`src/rtl/pcileech_com_tx_arb.sv`:
```
// Packet-atomic round-robin arbiter for the host-bound COM TX stream.
// A granted requester keeps the stream until its last word or until the watchdog expires.
module pcileech_com_tx_arb #(
    parameter int NUM_REQ = 4,
    parameter int TIMEOUT = 1024,
    localparam int IW = $clog2(NUM_REQ)
) (
    input  logic                  clk,
    input  logic                  rst,
    input  logic [32*NUM_REQ-1:0] req_data,
    input  logic [NUM_REQ-1:0]    req_valid,
    input  logic [NUM_REQ-1:0]    req_last,
    output logic [NUM_REQ-1:0]    req_ready,
    output logic [31:0]           out_data,
    output logic                  out_valid,
    output logic                  out_last,
    input  logic                  out_ready,
    output logic [IW-1:0]         grant_id,
    output logic                  busy,
    output logic                  abort,
    output logic [15:0]           abort_cnt
);

    typedef enum logic {IDLE, XFER} state_t;

    state_t        state, state_next;
    logic [IW-1:0] rr;
    logic [IW-1:0] pick;
    logic [IW-1:0] cand;
    logic          found;
    logic [10:0]   wd;
    logic          g_valid;
    logic          g_last;
    logic [31:0]   g_data;
    logic          accept;
    logic          wd_hit;

    function automatic logic [15:0] sat_inc(input logic [15:0] v);
        return (v == 16'hFFFF) ? v : v + 16'd1;
    endfunction

    // Round-robin scan starting just after the last grant, wrapping at NUM_REQ.
    always_comb begin
        found = 1'b0;
        pick  = '0;
        cand  = '0;
        for (int i = 1; i <= NUM_REQ; i++) begin
            cand = IW'((int'(rr) + i) % NUM_REQ);
            if (!found && req_valid[cand]) begin
                found = 1'b1;
                pick  = cand;
            end
        end
    end

    always_comb begin
        g_valid    = req_valid[grant_id];
        g_last     = req_last[grant_id];
        g_data     = req_data[32*int'(grant_id) +: 32];
        accept     = (state == XFER) && g_valid && (!out_valid || out_ready);
        req_ready  = NUM_REQ'(accept) << grant_id;
        // Only cycles where the granted source itself is silent count toward the timeout.
        wd_hit     = (state == XFER) && !g_valid && (wd == 11'(TIMEOUT - 2));
        state_next = state;
        case (state)
            IDLE: if (found) state_next = XFER;
            XFER: if ((accept && g_last) || wd_hit) state_next = IDLE;
            default: state_next = IDLE;
        endcase
    end

    always_ff @(posedge clk) begin
        if (rst) state <= IDLE;
        else     state <= state_next;
    end

    assign busy = (state == XFER);

    always_ff @(posedge clk) begin
        if (rst) begin
            rr        <= IW'(NUM_REQ - 1);
            grant_id  <= '0;
            wd        <= '0;
            abort     <= 1'b0;
            abort_cnt <= '0;
        end else begin
            abort <= wd_hit;
            if (wd_hit) abort_cnt <= sat_inc(abort_cnt);
            if (state == IDLE) begin
                if (found) begin
                    grant_id <= pick;
                    rr       <= pick;
                    wd       <= '0;
                end
            end else if (accept || wd_hit) begin
                wd <= '0;
            end else if (!g_valid) begin
                wd <= wd + 11'd1;
            end
        end
    end

    // Output register: loads on accept, empties when downstream takes the word.
    always_ff @(posedge clk) begin
        if (rst) begin
            out_valid <= 1'b0;
            out_data  <= '0;
            out_last  <= 1'b0;
        end else if (accept) begin
            out_valid <= 1'b1;
            out_data  <= g_data;
            out_last  <= g_last;
        end else if (out_ready) begin
            out_valid <= 1'b0;
        end
    end

endmodule

```
`config.mk`:
```
export PLATFORM = sky130hd
export DESIGN_NAME = pcileech_com_tx_arb
export DESIGN_NICKNAME = d
export VERILOG_FILES = /design/src/rtl/pcileech_com_tx_arb.sv
export SDC_FILE = /design/constraint.sdc
export NUM_CORES = 1
export LEC_CHECK = 0
export ABC_CLOCK_PERIOD_IN_PS = 4200
export CORE_UTILIZATION = 43
export CTS_BUF_LIST = sky130_fd_sc_hd__clkbuf_4 sky130_fd_sc_hd__clkbuf_8 sky130_fd_sc_hd__clkbuf_16
export DETAILED_ROUTE_END_ITERATION = 10
export PLACE_DENSITY = 0.85
export SETUP_SLACK_MARGIN = 0.5
export SLEW_MARGIN = 20
export SYNTH_ARGS = -nofsm -noshare
export SYNTH_HDL_FRONTEND = slang
export SYNTH_SLANG_ARGS = --single-unit
```
`constraint.sdc`:
```
create_clock -name clk -period 4.2 [get_ports clk]
set_clock_uncertainty 0.15 [all_clocks]
set_input_delay 0.84 -clock clk [delete_from_list [all_inputs] [get_ports clk]]
set_output_delay 0.84 -clock clk [all_outputs]
set_load 0.01 [all_outputs]
```
## Yosys cells after proc, flatten, opt, wreduce, memory -nomap -nowiden

Index checks and enable logic that the tools add are counted.

- Bits of input ports: 139
- Output and inout port bits: 58
- Flip-flop bits (word level): 67
- Logic and storage cells: 77

- Add/subtract/negate cells: 6
- Order comparisons: 5
- Shifts and indexed selects: 2
- Reductions and logical operators: 21
- Bitwise operators: 2
- Muxes and demuxes: 29
- Equal/unequal tests: 3

Operator list:

| cell | count |
|---|---|
| variable part select 128 x 8 -> 32 bit | 1 |
| two-way mux 11 bit | 4 |
| adder 16 x 1 -> 16 bit (second input constant) | 1 |
| equality test 16 bit (second input constant) | 1 |
| less-than comparator 2 x 3 -> 1 bit (second input constant) | 5 |
| two-way mux 1 bit | 14 |
| binary-select mux 1 bit (select 2 bit) | 6 |
| adder 11 x 1 -> 11 bit (second input constant) | 1 |
| equality test 11 x 10 -> 1 bit (second input constant) | 1 |
| logical AND 1 bit | 8 |
| two-way mux 2 bit | 4 |
| AND reduction 2 bit | 3 |
| zero test 1 bit | 5 |
| adder 2 x 1 -> 2 bit (second input constant) | 2 |
| adder 2 bit (second input constant) | 2 |
| nonzero test 2 bit | 2 |
| << shifter 1 x 2 -> 4 bit | 1 |
| logical OR 1 bit | 3 |
| != test 3 x 2 -> 1 bit (second input constant) | 1 |
| inverter 1 bit | 2 |
| one-hot mux 1 bit (2 select lines) | 1 |

## Depth between registers and ports, before layout

Gate-level depths: netlist of the first run.

- Depth after elaboration: 15
- Mapped depth: 8
- Depth with buffers taken out: 7

## Worst setup path after synthesis of the first run

Ideal clock, no wire load.

- Path type: input-to-output
- Start: input req_valid[1]
- End: output req_ready[2]
- Required time: 3210 ps
- Data arrival time: 2279 ps
- Setup slack: 931 ps
- Path buffers: 3
- Stages: 7
- Cell sequence: clkbuf_1 -> mux4_2 -> and3_1 -> clkbuf_1 -> clkbuf_1 -> nand2_1 -> nor2_1

- Longest elaborated chain between the ends: 5

RTL lines:

| item | line | text |
|---|---|---|
| start: declaration | 11 | `input logic [NUM_REQ-1:0] req_valid,` |
| binary-select mux 1 bit (select 2 bit) | 57 | `g_valid = req_valid[grant_id];` |
| two-way mux 1 bit (implied by the code) | 57 |  |
| logical AND 1 bit (2 in a row) | 60 | `accept = (state == XFER) && g_valid && (!out_valid \|\| out_ready);` |
| << shifter 1 x 2 -> 4 bit | 61 | `req_ready = NUM_REQ'(accept) << grant_id;` |
| end: declaration | 13 | `output logic [NUM_REQ-1:0] req_ready,` |

Every way passes these cells. The select of a mux whose other input is x is not followed.

## Worst setup path after layout of the first run

- Start: input req_valid[2]
- End: output req_ready[3]

Same word-level chain as after synthesis.

==> results of run 1 <==
[metal layers]
layer | vias up | GRT usage | share of wire
met5 | - | 0 | 0
met4 | 0 | 0.137 | 0.032
met3 | 33 | 0.0989 | 0.075
met2 | 159 | 0.527 | 0.53
met1 | 1970 | 0.308 | 0.36
li1 | 1937 | - | -
[cells by family (layout without fill, tap and decap cells)]
kind of cell	after synthesis	in the layout
xor+xnor	2	2
simple gates	186	186
mux	39	39
flops	67	67
compound gates	85	85
buf+inv	42	231
fa+ha+maj	3	3
[area by class of cell]
class / instances / area [um2] / share of cell area
clock buffers: 11 / 139 / 0.0230
clock inverters: 3 / 65.1 / 0.0108
inverters: 11 / 41.3 / 0.00685
multi-input cells: 315 / 2280 / 0.378
flip-flops and latches: 67 / 1340 / 0.223
well taps: 105 / 131 / 0.0218
repair buffers: 206 / 2030 / 0.336
[power groups by stage]
stage               clock network [mW]  logic (mW)  registers, mW
CTS                              0.584       0.489          0.696
global route                     0.609       0.521          0.701
detailed placement                   0       0.483          0.710
global placement                     0       0.471          0.707
finish                           0.583       0.487          0.697
floorplan                            0       0.227          0.717
[worst min-delay path, cell delays in order (launching register included)]
cell and delay [ps]:
sky130_fd_sc_hd__dfxtp_1 310, sky130_fd_sc_hd__nand2_1 50, sky130_fd_sc_hd__a21oi_1 50
[cells in the final DEF (no fill, tap or decap), types with 3 or more instances in the layout]
master                            instances
sky130_fd_sc_hd__dfxtp_1                 65
sky130_fd_sc_hd__a21oi_1                 48
sky130_fd_sc_hd__and3_1                   3
sky130_fd_sc_hd__o21ai_0                  9
sky130_fd_sc_hd__nand4b_1                 3
sky130_fd_sc_hd__dlygate4sd2_1            4
sky130_fd_sc_hd__buf_4                   10
sky130_fd_sc_hd__nor4_1                   5
sky130_fd_sc_hd__nand3_1                 12
sky130_fd_sc_hd__a22oi_1                  4
sky130_fd_sc_hd__inv_1                   11
sky130_fd_sc_hd__nand4_1                  5
sky130_fd_sc_hd__clkbuf_8                 9
sky130_fd_sc_hd__ha_1                     3
sky130_fd_sc_hd__a31oi_1                  9
sky130_fd_sc_hd__nor2b_1                  5
sky130_fd_sc_hd__mux4_2                  35
sky130_fd_sc_hd__or4_1                    8
sky130_fd_sc_hd__clkdlybuf4s50_1        190
sky130_fd_sc_hd__o31ai_1                  3
sky130_fd_sc_hd__nor3_1                  12
sky130_fd_sc_hd__nor2_1                  21
sky130_fd_sc_hd__o311ai_0                 4
sky130_fd_sc_hd__or3_1                    5
sky130_fd_sc_hd__nand2_1                 91
[worst paths after layout]
check               start            end  slack, ps
max          req_valid[2]   req_ready[3]        620
max reg2reg          busy  abort_cnt[13]       1290
min reg2reg  out_data[10]   out_data[10]        310
min          out_data[10]   out_data[10]        310
[timing repair]
action	CTS	global route
hold buffers	0	0
resized for setup	7	1
setup buffers	1	0
endpoints found under the setup margin	3	1
[state kept, by name, summed over array words and instances, names as in the netlist]
signal	cells
rr	2
wd	11
out_valid	1
out_data	32
abort_cnt	16
out_last	1
abort	1
busy	1
grant_id	2
==> results.txt, run 1 <==
Cell internal power was estimated by the tool at 1.30 mW. Of the total synthesized cell area, the portion taken by full adders, half adders and majority gates is 0.00995. The logic depth of the worst register-to-register path came out at 5.

The core area came out at 8340 um2. The worst-case vdd ir drop is 161 uV. The count of synthesis-stage warnings from yosys came out at 0. In the routed design, unresolved DRC markers number 0.

The fraction of layout instances using a drive strength above 1 is 0.121. The largest fanout on the critical path is 5. The most common cell in the synthesized netlist is sky130_fd_sc_hd__nand2_1.

The end-of-flow core utilization came out at 0.723. The unique cell type count in the Yosys netlist is 45. The family with the most delay on the worst path is buffers and inverters. The number of top-level pins is 197.

Along the worst hold path, the cell count comes to 2. The maximum number of pins on one net before global-route repair came out at 41. The initial antenna violation count is 0. The final layout net count is 752. Prior to clock tree synthesis, the placed netlist has a worst setup slack of 276 ps. The combinational power share came out at 0.275. The area of the mapped netlist is 3770 um2. Of the post-synthesis cell area, the dominant cell type holds 0.356. The number of hold-slack violations in the final timing report is 0. The share of async-settable or async-resettable flops after synthesis is 0. The starting density of the core came out at 0.452. The portion of synthesized area spent on multiplexers is 0.220.

The logic depth of the worst path, buffers included is 5. The critical path data required time came out at 3210 ps. For this run, the total global-route usage over all layers was measured as 0.294. The arrival time at the worst endpoint came out at 2590 ps. The total congestion overflow after global routing came out at 0. The row count came out at 33. Setup repair after global routing left no endpoint under its margin.

The TritonCTS buffer count came out at 9. The dominant register cell in the synthesized netlist is sky130_fd_sc_hd__dfxtp_1. The die extent in x is 95.7 um. At the pin with the least slew margin, the transition time is 905 ps. The path class of the tightest hold or removal check is reg -> reg. The signal on the critical path passes through clkdlybuf4s50_1 > mux4_2 > and3_2 > and3_1 > dlygate4sd2_1. The share of total power dissipated in the clock network is 0.330.

The via-per-instance ratio came out at 5.71. Dividing the detail-routed wire length by the instance count gives 18.6 um. The highest attainable clock frequency came out at 0.280 GHz.

The H-tree was split into 3 levels. The final critical-path required period is 3580 ps. STA classifies the critical path endpoint as an output port. The flow ran to the end, and the final reports show no timing, DRC or antenna violations. TritonCTS built the clock tree. The count of TritonRoute iterations in the first routing pass came out at 4. The share of synthesized area occupied by flip-flops and latches is 0.356. The post-route antenna net violation count came out at 0.

The detailed-route wire length came out at 13,300 um. The placed cell area is 5810 um2. For this design the ratio of total power to cell area is 293 nW/um2. Sorting the synthesized cells by area gives the leading types as sky130_fd_sc_hd__dfxtp_1, sky130_fd_sc_hd__mux4_2, sky130_fd_sc_hd__nand2_1. Yosys mapped a number of flops with a built-in enable equal to 0. The net count of the mapped netlist came out at 566. The headroom to the max-slew limit came out at 0.396. The area of all placed cells without fillers came out at 6030 um2. The worst hold margin is 305 ps. The first-pass GRT wire length is 20,000 um.

The power share of the sequential group came out at 0.394. The dominant combinational cell family by area after synthesis is simple AND/OR/NAND/NOR gates. The clock insertion delay at the later pin of the skew report came out at 340 ps. The number of input and output port buffers inserted is 196.

Among all stages on the critical path, the largest delay is contributed by sky130_fd_sc_hd__mux4_2. The mean cell area of the mapped netlist is 8.90 um2. The final number of setup-violating endpoints is 0.

The half-perimeter wire length after detailed placement came out at 10,100 um. By count the netlist is led by sky130_fd_sc_hd__nand2_1, sky130_fd_sc_hd__dfxtp_1, sky130_fd_sc_hd__a21oi_1. The sum of internal, switching and leakage power is 1.77 mW. The number of instances in the synthesized netlist came out at 424. The tool flagged a number of max-cap violations equal to 0. From synthesis to final layout, the design area changed by 59.9%. The diode insertion count for antenna repair is 0. The initial detailed-routing violation count is 122.

The sum of buffers and inverters on the critical path came out at 2. In this run the static leakage power is 2.10 nW. The via count of the first global-routing pass was 4,059. The die covers 9150 um2.

The die is 95.7 um tall. The clock passes through at most 2 buffers. The CTS sink count came out at 67. The switching power summed over all nets came out at 465 uW.

The area share of xor/xnor cells in the synthesized design is 0.00464. Including well taps, the total number of placed cells is 703. Of the total synthesized cell area, the portion taken by AND, OR, NAND and NOR gates is 0.236. The final instance count without filler cells is 718.

The delay of the slowest cell on the worst path came out at 500 ps. The filler cell count is 604. Of the total power, the share spent switching nets is 0.263.

The clock transition time at the flip-flop clock pins of the worst setup and hold paths came out at 60 ps. In this run the clock root is driven by a sky130_fd_sc_hd__clkbuf_8. At the end of routability-driven placement, the weighted congestion stood at 0.793. Counting flops and latches in the post-synthesis netlist gives 67. The launching element type of the critical path is a primary input. The final route contains 4,099 vias. The compound-gate portion of the synthesized area is 0.131. The total negative setup slack is 0 ps. The library cell with the largest summed area after synthesis is sky130_fd_sc_hd__dfxtp_1. The final count of pins violating max slew is 0. Setup slack closes at 625 ps.

Dividing the final minimum period by the clock period gives 0.851. The type of the worst setup path is in -> out.
(Power assumes the default switching activity.)
==> inputs of run 2 (changes only) <==
- CTS_BUF_LIST: sky130_fd_sc_hd__clkbuf_4 sky130_fd_sc_hd__clkbuf_8 sky130_fd_sc_hd__clkbuf_16 -> sky130_fd_sc_hd__clkbuf_16
==> run 2 against run 1 <==
Via count rose by 1.2%. Fmax fell by 0.28%. Cell count rose by 0.28%. First-iteration DRC count rose by 9.0%. Worst setup slack got worse by 10 ps.
==> results.txt, run 2 (same netlist as run 1, synthesis figures left out) <==
The end-of-flow core utilization was 0.736 (+0.0125). The core area came out at 8340 um2 (unchanged). The worst-case vdd ir drop is 173 uV (+7.6%). The total power density per cell area is 319 nW/um2 (+8.8%). The DRC violations left came out at 0 (unchanged). The CTS sink count is 67 (unchanged). The maximum clock insertion buffer count is 2 (unchanged).

The critical path data required time is 3210 ps (about the same). The via count is 4,147 (+1.2%). The run finished with clean final reports. The launching element type of the critical path is a primary input. The clock insertion delay at the later pin of the skew report came to 330 ps (about the same).

The arrival time at the worst endpoint is 2600 ps (about the same). The max capacitance violation total came out at 0 (unchanged). The total congestion overflow after global routing is 0 (unchanged). The post-route fraction of the period consumed by the critical path came out at 0.854 (+0.00237). The worst hold-check path type is reg -> reg. The number of input and output port buffers inserted is 196 (unchanged). The detailed-route wire length is 13,300 um (-0.39%).

The worst setup path is captured at an output port. The first-pass GRT wire length is 19,900 um (-0.38%). The number of H-tree levels came out at 3 (unchanged). The TritonCTS buffer count was 9 (unchanged).

The clock transition time at the flip-flop clock pins of the worst setup and hold paths came out at 50 ps (about the same). In the layout the commonest cells are sky130_fd_sc_hd__clkdlybuf4s50_1, sky130_fd_sc_hd__nand2_1, sky130_fd_sc_hd__dfxtp_1. The die extent in x is 95.7 um (unchanged). The static leakage is 2.16 nW (+2.7%).

The overall global routing resource usage is 0.293 (-0.000438). The highest attainable clock frequency came out at 0.279 GHz (-0.28%). The setup path with the least slack is of type in -> out. The diode insertion count for antenna repair is 0 (unchanged). The final number of setup-violating endpoints is 0 (unchanged).

The total die area came to 9150 um2 (unchanged). The count of TritonRoute iterations in the first routing pass is 5 (+1). From synthesis to final layout, the design area changed by 62.7%. The via count of the first global-routing pass came to 4,097 (+0.94%). The transition time at the pin with the least slew margin is 914 ps (+8.58 ps). The headroom to the max-slew limit came to 0.390 (-0.00572). The post-detailed-route wirelength per cell is 18.4 um (-0.67%). The chip height is 95.7 um (unchanged).

The starting density of the core came out at 0.452 (unchanged). The via-per-instance ratio came to 5.76 (+0.89%). The leading cell type in the layout, fill and taps excluded is sky130_fd_sc_hd__clkdlybuf4s50_1. The largest fanout on the critical path came to 5 (unchanged). The largest registers in the layout are out_data: 32 flops, abort_cnt: 16 flops, wd: 11 flops. The final weighted congestion in routability-driven placement came out at 0.793 (unchanged).

The area of all placed cells without fillers is 6140 um2 (+1.7%). The total negative setup slack is 0 ps (unchanged). The initial detailed-routing violation count was 133 (+9.0%). TritonCTS built the clock tree. In this run the clock root is driven by a sky130_fd_sc_hd__clkbuf_16. The number of hold-slack violations in the final timing report is 0 (unchanged).

The post-route antenna net violation count is 0 (unchanged). Setup repair after global routing left no endpoint under its margin. The number of hold buffers added after cts came out at 0 (unchanged).

The number of top-level pins came out at 197 (unchanged). The maximum number of pins on one net before global-route repair came out at 41 (unchanged). The fraction of layout instances using a drive strength above 1 is 0.119 (-0.00202). The register with the most flip-flops in the final layout is out_data. The placed cell area came out at 5810 um2 (unchanged). The initial antenna violation count is 0 (unchanged). The half-perimeter wire length after detailed placement is 10,100 um (unchanged). The final count of pins violating max slew was 0 (unchanged). The flip-flop count of the largest register after layout came out at 32 (unchanged). The row count is 33 (unchanged). The final layout net count came out at 754 (+0.27%). The final critical-path required period came out at 3590 ps (+9.95 ps).
==> run 2: cell count changes in the layout (fill, tap and decap cells not counted) <==
| cell | delta |
|---|---|
| sky130_fd_sc_hd__buf_4 | +2 |
| sky130_fd_sc_hd__clkbuf_8 | -9 |
| sky130_fd_sc_hd__clkbuf_16 | +9 |
| sky130_fd_sc_hd__nand3_1 | +1 |
| sky130_fd_sc_hd__clkbuf_4 | -2 |
| sky130_fd_sc_hd__inv_1 | +2 |
| sky130_fd_sc_hd__nand3_2 | -1 |
==> run 2: worst paths after layout <==
check | start | endpoint | slack [ps] | cells after the start
worst min register to register | out_data[23] | out_data[23] | 300 | 2
worst max-delay path | req_valid[2] | req_ready[3] | 610 | 5
worst max register to register | busy | abort_cnt[13] | 1360 | 5
worst min-delay path | out_data[23] | out_data[23] | 300 | 2
==> run 2: final cells by class <==
type	count	area, um2
clock buffers	9	225
fillers	587	2200
flip-flops and latches	67	1340
clock inverters	5	72.6
well taps	105	131
multi-input cells	315	2280
repair buffers	208	2040
inverters	11	41.3
==> run 2: per-stage QoR <==
stage	hold slack (ps)	power [mW]	worst slack [ps]	std cells
5_1_grt	330	2.03	583	720
6_report	301	1.96	615	720
3_5_place_dp	296	1.19	276	703
3_3_place_gp	292	1.18	293	703
4_1_cts	304	1.97	455	720
2_1_floorplan	327	0.943	931	424
==> run 2: routing by layer <==
metal | track usage | routed length (um)
met5 | 0 | 0
met2 | 0.521 | 7010
met1 | 0.303 | 4620
met3 | 0.0973 | 1130
met4 | 0.159 | 510
==> run 2: what timing repair did <==
item,CTS,global route
pin swaps,0,0
endpoints found under the setup margin,3,1
resized for setup,6,1
setup buffers,3,0
==> run 2: worst max-delay path, cell delays in order <==
cell,delay (ps)
sky130_fd_sc_hd__clkdlybuf4s50_1,480
sky130_fd_sc_hd__mux4_2,520
sky130_fd_sc_hd__and3_2,280
sky130_fd_sc_hd__and3_1,190
sky130_fd_sc_hd__dlygate4sd2_1,290
==> run 2: where the power goes <==
part / total [mW] / switching (mW) / internal [mW]
clock: 0.768 / 0.261 / 0.507
sequential: 0.698 / 0.0267 / 0.671
combinational: 0.491 / 0.196 / 0.295
total: 1.96 / 0.483 / 1.47
==> inputs of run 3 (changes only) <==
- RECOVER_POWER: not set -> 100
- REMOVE_ABC_BUFFERS: not set -> 1
==> run 3 against run 2 <==
The flow now finishes with violations (capacitance limit, slew limit). Count of clock-buffer cells in the layout did not move. Fmax down 7.2%. Critical path depth unchanged. Largest cell class unchanged.
==> results.txt, run 3 (same netlist as run 1, synthesis figures left out) <==
The worst hold margin is 299 ps (-2.87 ps). The end-of-flow core utilization came to 0.729 (-0.00705). The via count of the first global-routing pass is 4,023 (-1.8%). The number of H-tree levels came to 3 (unchanged).

The initial detailed-routing violation count is 199 (+50%). The fraction of layout instances using a drive strength above 1 is 0.106 (-0.0127). The transition time at the pin with the least slew margin came to 1500 ps (+587 ps). The final number of setup-violating endpoints came out at 0 (unchanged). The first-pass GRT wire length came out at 20,300 um (+2.0%). The detailed-route wire length is 13,500 um (+1.7%).

The placed cell area was 5800 um2 (-0.13%). The run finished, with violations left. The number of top-level pins was 197 (unchanged). The static leakage came out at 2.26 nW (+4.7%).

The half-perimeter wire length after detailed placement came to 10,400 um (+2.9%). The worst hold-check path type is reg -> reg. The switching share of total power came to 0.268 (+0.0215). The die extent in x came to 95.7 um (unchanged). The area of the multi-input gates came out at 2270 um2 (-0.11%). The DRC violations left is 0 (unchanged).

The total die area was 9150 um2 (unchanged). The highest attainable clock frequency is 0.259 GHz (-7.2%). Setup repair after global routing left no endpoint under its margin. The critical path data required time was 3210 ps (about the same). The arrival time at the worst endpoint is 2870 ps (+270 ps).

The register with the most flip-flops in the final layout is out_data. The maximum number of pins on one net before global-route repair is 41 (unchanged). The headroom to the max-slew limit is -0.000771 (-0.391). Relative to the synthesized area, the layout overhead comes to 61.1%. The post-detailed-route wirelength per cell was 18.8 um (+2.0%).

The CTS sink count was 67 (unchanged). The type of the worst setup path is in -> out. The starting density of the core is 0.452 (unchanged). STA classifies the critical path startpoint as a primary input. The largest registers in the layout are out_data: 32 flops, abort_cnt: 16 flops, wd: 11 flops. The row count came out at 33 (unchanged). The clock tree from TritonCTS is done. The total power density per cell area is 318 nW/um2 (-0.38%). The power share of the sequential group was 0.360 (+0.003). The number of hold-slack violations in the final timing report was 0 (unchanged). The post-route antenna net violation count is 0 (unchanged).

The worst-case vdd ir drop is 225 uV (+30%). The checks that failed: capacitance limit, slew limit. The max capacitance violation total is 1 (+1). The number of post-CTS setup repair buffers was 0 (-3). The final critical-path required period came out at 3860 ps (+278 ps).

The total negative setup slack came out at 0 ps (unchanged). The filler cell count was 623 (+6.1%). The sum of internal, switching and leakage power came to 1.93 mW (-1.3%). The largest fanout on the critical path is 9 (+4). Leaving out fill and tap cells, the most frequent cell in the layout is sky130_fd_sc_hd__clkdlybuf4s50_1. The final count of pins violating max slew came out at 33 (+33). In the layout the commonest cells are sky130_fd_sc_hd__clkdlybuf4s50_1, sky130_fd_sc_hd__nand2_1, sky130_fd_sc_hd__dfxtp_1. The initial antenna violation count is 0 (unchanged).

The root buffer cell chosen for the clock tree is sky130_fd_sc_hd__clkbuf_16. The setup slack of the worst register-to-register path is 1000 ps (-360 ps). The register area is 1340 um2 (about the same).

The area of all placed cells without fillers came to 6080 um2 (-0.96%). The count of TritonRoute iterations in the first routing pass is 4 (-1). The via-per-instance ratio is 5.76 (about the same).

The final weighted congestion in routability-driven placement came out at 0.873 (+10%). The clock insertion delay at the later pin of the skew report is 320 ps (about the same). The cell-internal power is 1.41 mW (-4.1%). The number of cells on the worst hold path came out at 2 (unchanged). The switching power summed over all nets was 518 uW (+7.3%).

The number of input and output port buffers inserted is 196 (unchanged). The combinational power share is 0.247 (-0.004). The total congestion overflow after global routing is 0 (unchanged). The diode insertion count for antenna repair is 0 (unchanged). The via count is 4,137 (-0.24%). The final layout net count came out at 750 (-0.53%). The maximum clock insertion buffer count is 2 (unchanged). The critical path endpoint category is an output port. The post-route fraction of the period consumed by the critical path came out at 0.920 (+0.0661). The overall global routing resource usage came out at 0.298 (+0.00421). The clock transition time at the flip-flop clock pins of the worst setup and hold paths is 50 ps (about the same).

The core area is 8340 um2 (unchanged). The chip height is 95.7 um (unchanged). The logic depth of the worst register-to-register path came out at 5 (unchanged). The part of the total power dissipated in the clock network came out at 0.392 (about the same).

The flip-flop count of the largest register after layout was 32 (unchanged). The TritonCTS buffer count came out at 9 (unchanged).
[run 3: cell count changes in the layout (fill, tap and decap cells not counted), sizes merged, moves of 7 or more]
cell	delta
buf	-10
clkbuf	+7
clkdlybuf4s50	-53
dlygate4sd3	+54
[run 3: repair_timing]
| item | CTS | global route |
|---|---|---|
| endpoints found under the setup margin | 4 | 2 |
| gates resized for setup | 6 | 2 |
| hold buffers | 0 | 0 |
[run 3: metrics by stage]
stage,instances,setup WS (ps)
global route,718,277
global placement,702,280
detailed placement,702,226
finish,718,337
floorplan,393,-196
CTS,718,500
[run 3: metal layers]
layer  global-route usage  up-vias  share of wire
met1                0.312     2000           0.35
met5                    0        -              0
met4               0.0995        0          0.029
met2                0.535      178           0.54
met3                0.124       22          0.082
li1                     -     1937              -
[run 3: critical path, stage by stage]
cell and delay (ps):
sky130_fd_sc_hd__dlygate4sd3_1 610, sky130_fd_sc_hd__mux4_2 550, sky130_fd_sc_hd__and3_1 330, sky130_fd_sc_hd__and3_1 240
sky130_fd_sc_hd__dlygate4sd2_1 300
[run 3: area by class of cell]
type / instances / area share
tap: 105 / 0.0216
inverter: 11 / 0.00679
clock buffer: 9 / 0.0371
clock inverter: 7 / 0.0124
multi-input combinational: 315 / 0.374
sequential: 67 / 0.221
timing repair buffer: 204 / 0.327
[run 3: power by group through the flow]
stage / Clock [mW] / Sequential (mW) / Combinational (mW)
after floorplan: 0 / 0.747 / 0.180
after global placement: 0 / 0.708 / 0.476
after detailed placement: 0 / 0.709 / 0.488
after CTS: 0.767 / 0.696 / 0.492
after global routing: 0.802 / 0.700 / 0.512
final: 0.758 / 0.695 / 0.477
[run 3: path summary, 6_finish.rpt]
kind | from | to
worst max-delay path | req_valid[3] | req_ready[3]
worst min-delay path | out_data[29] | out_data[29]
worst max register to register | grant_id[0] | abort_cnt[13]
worst min register to register | out_data[29] | out_data[29]
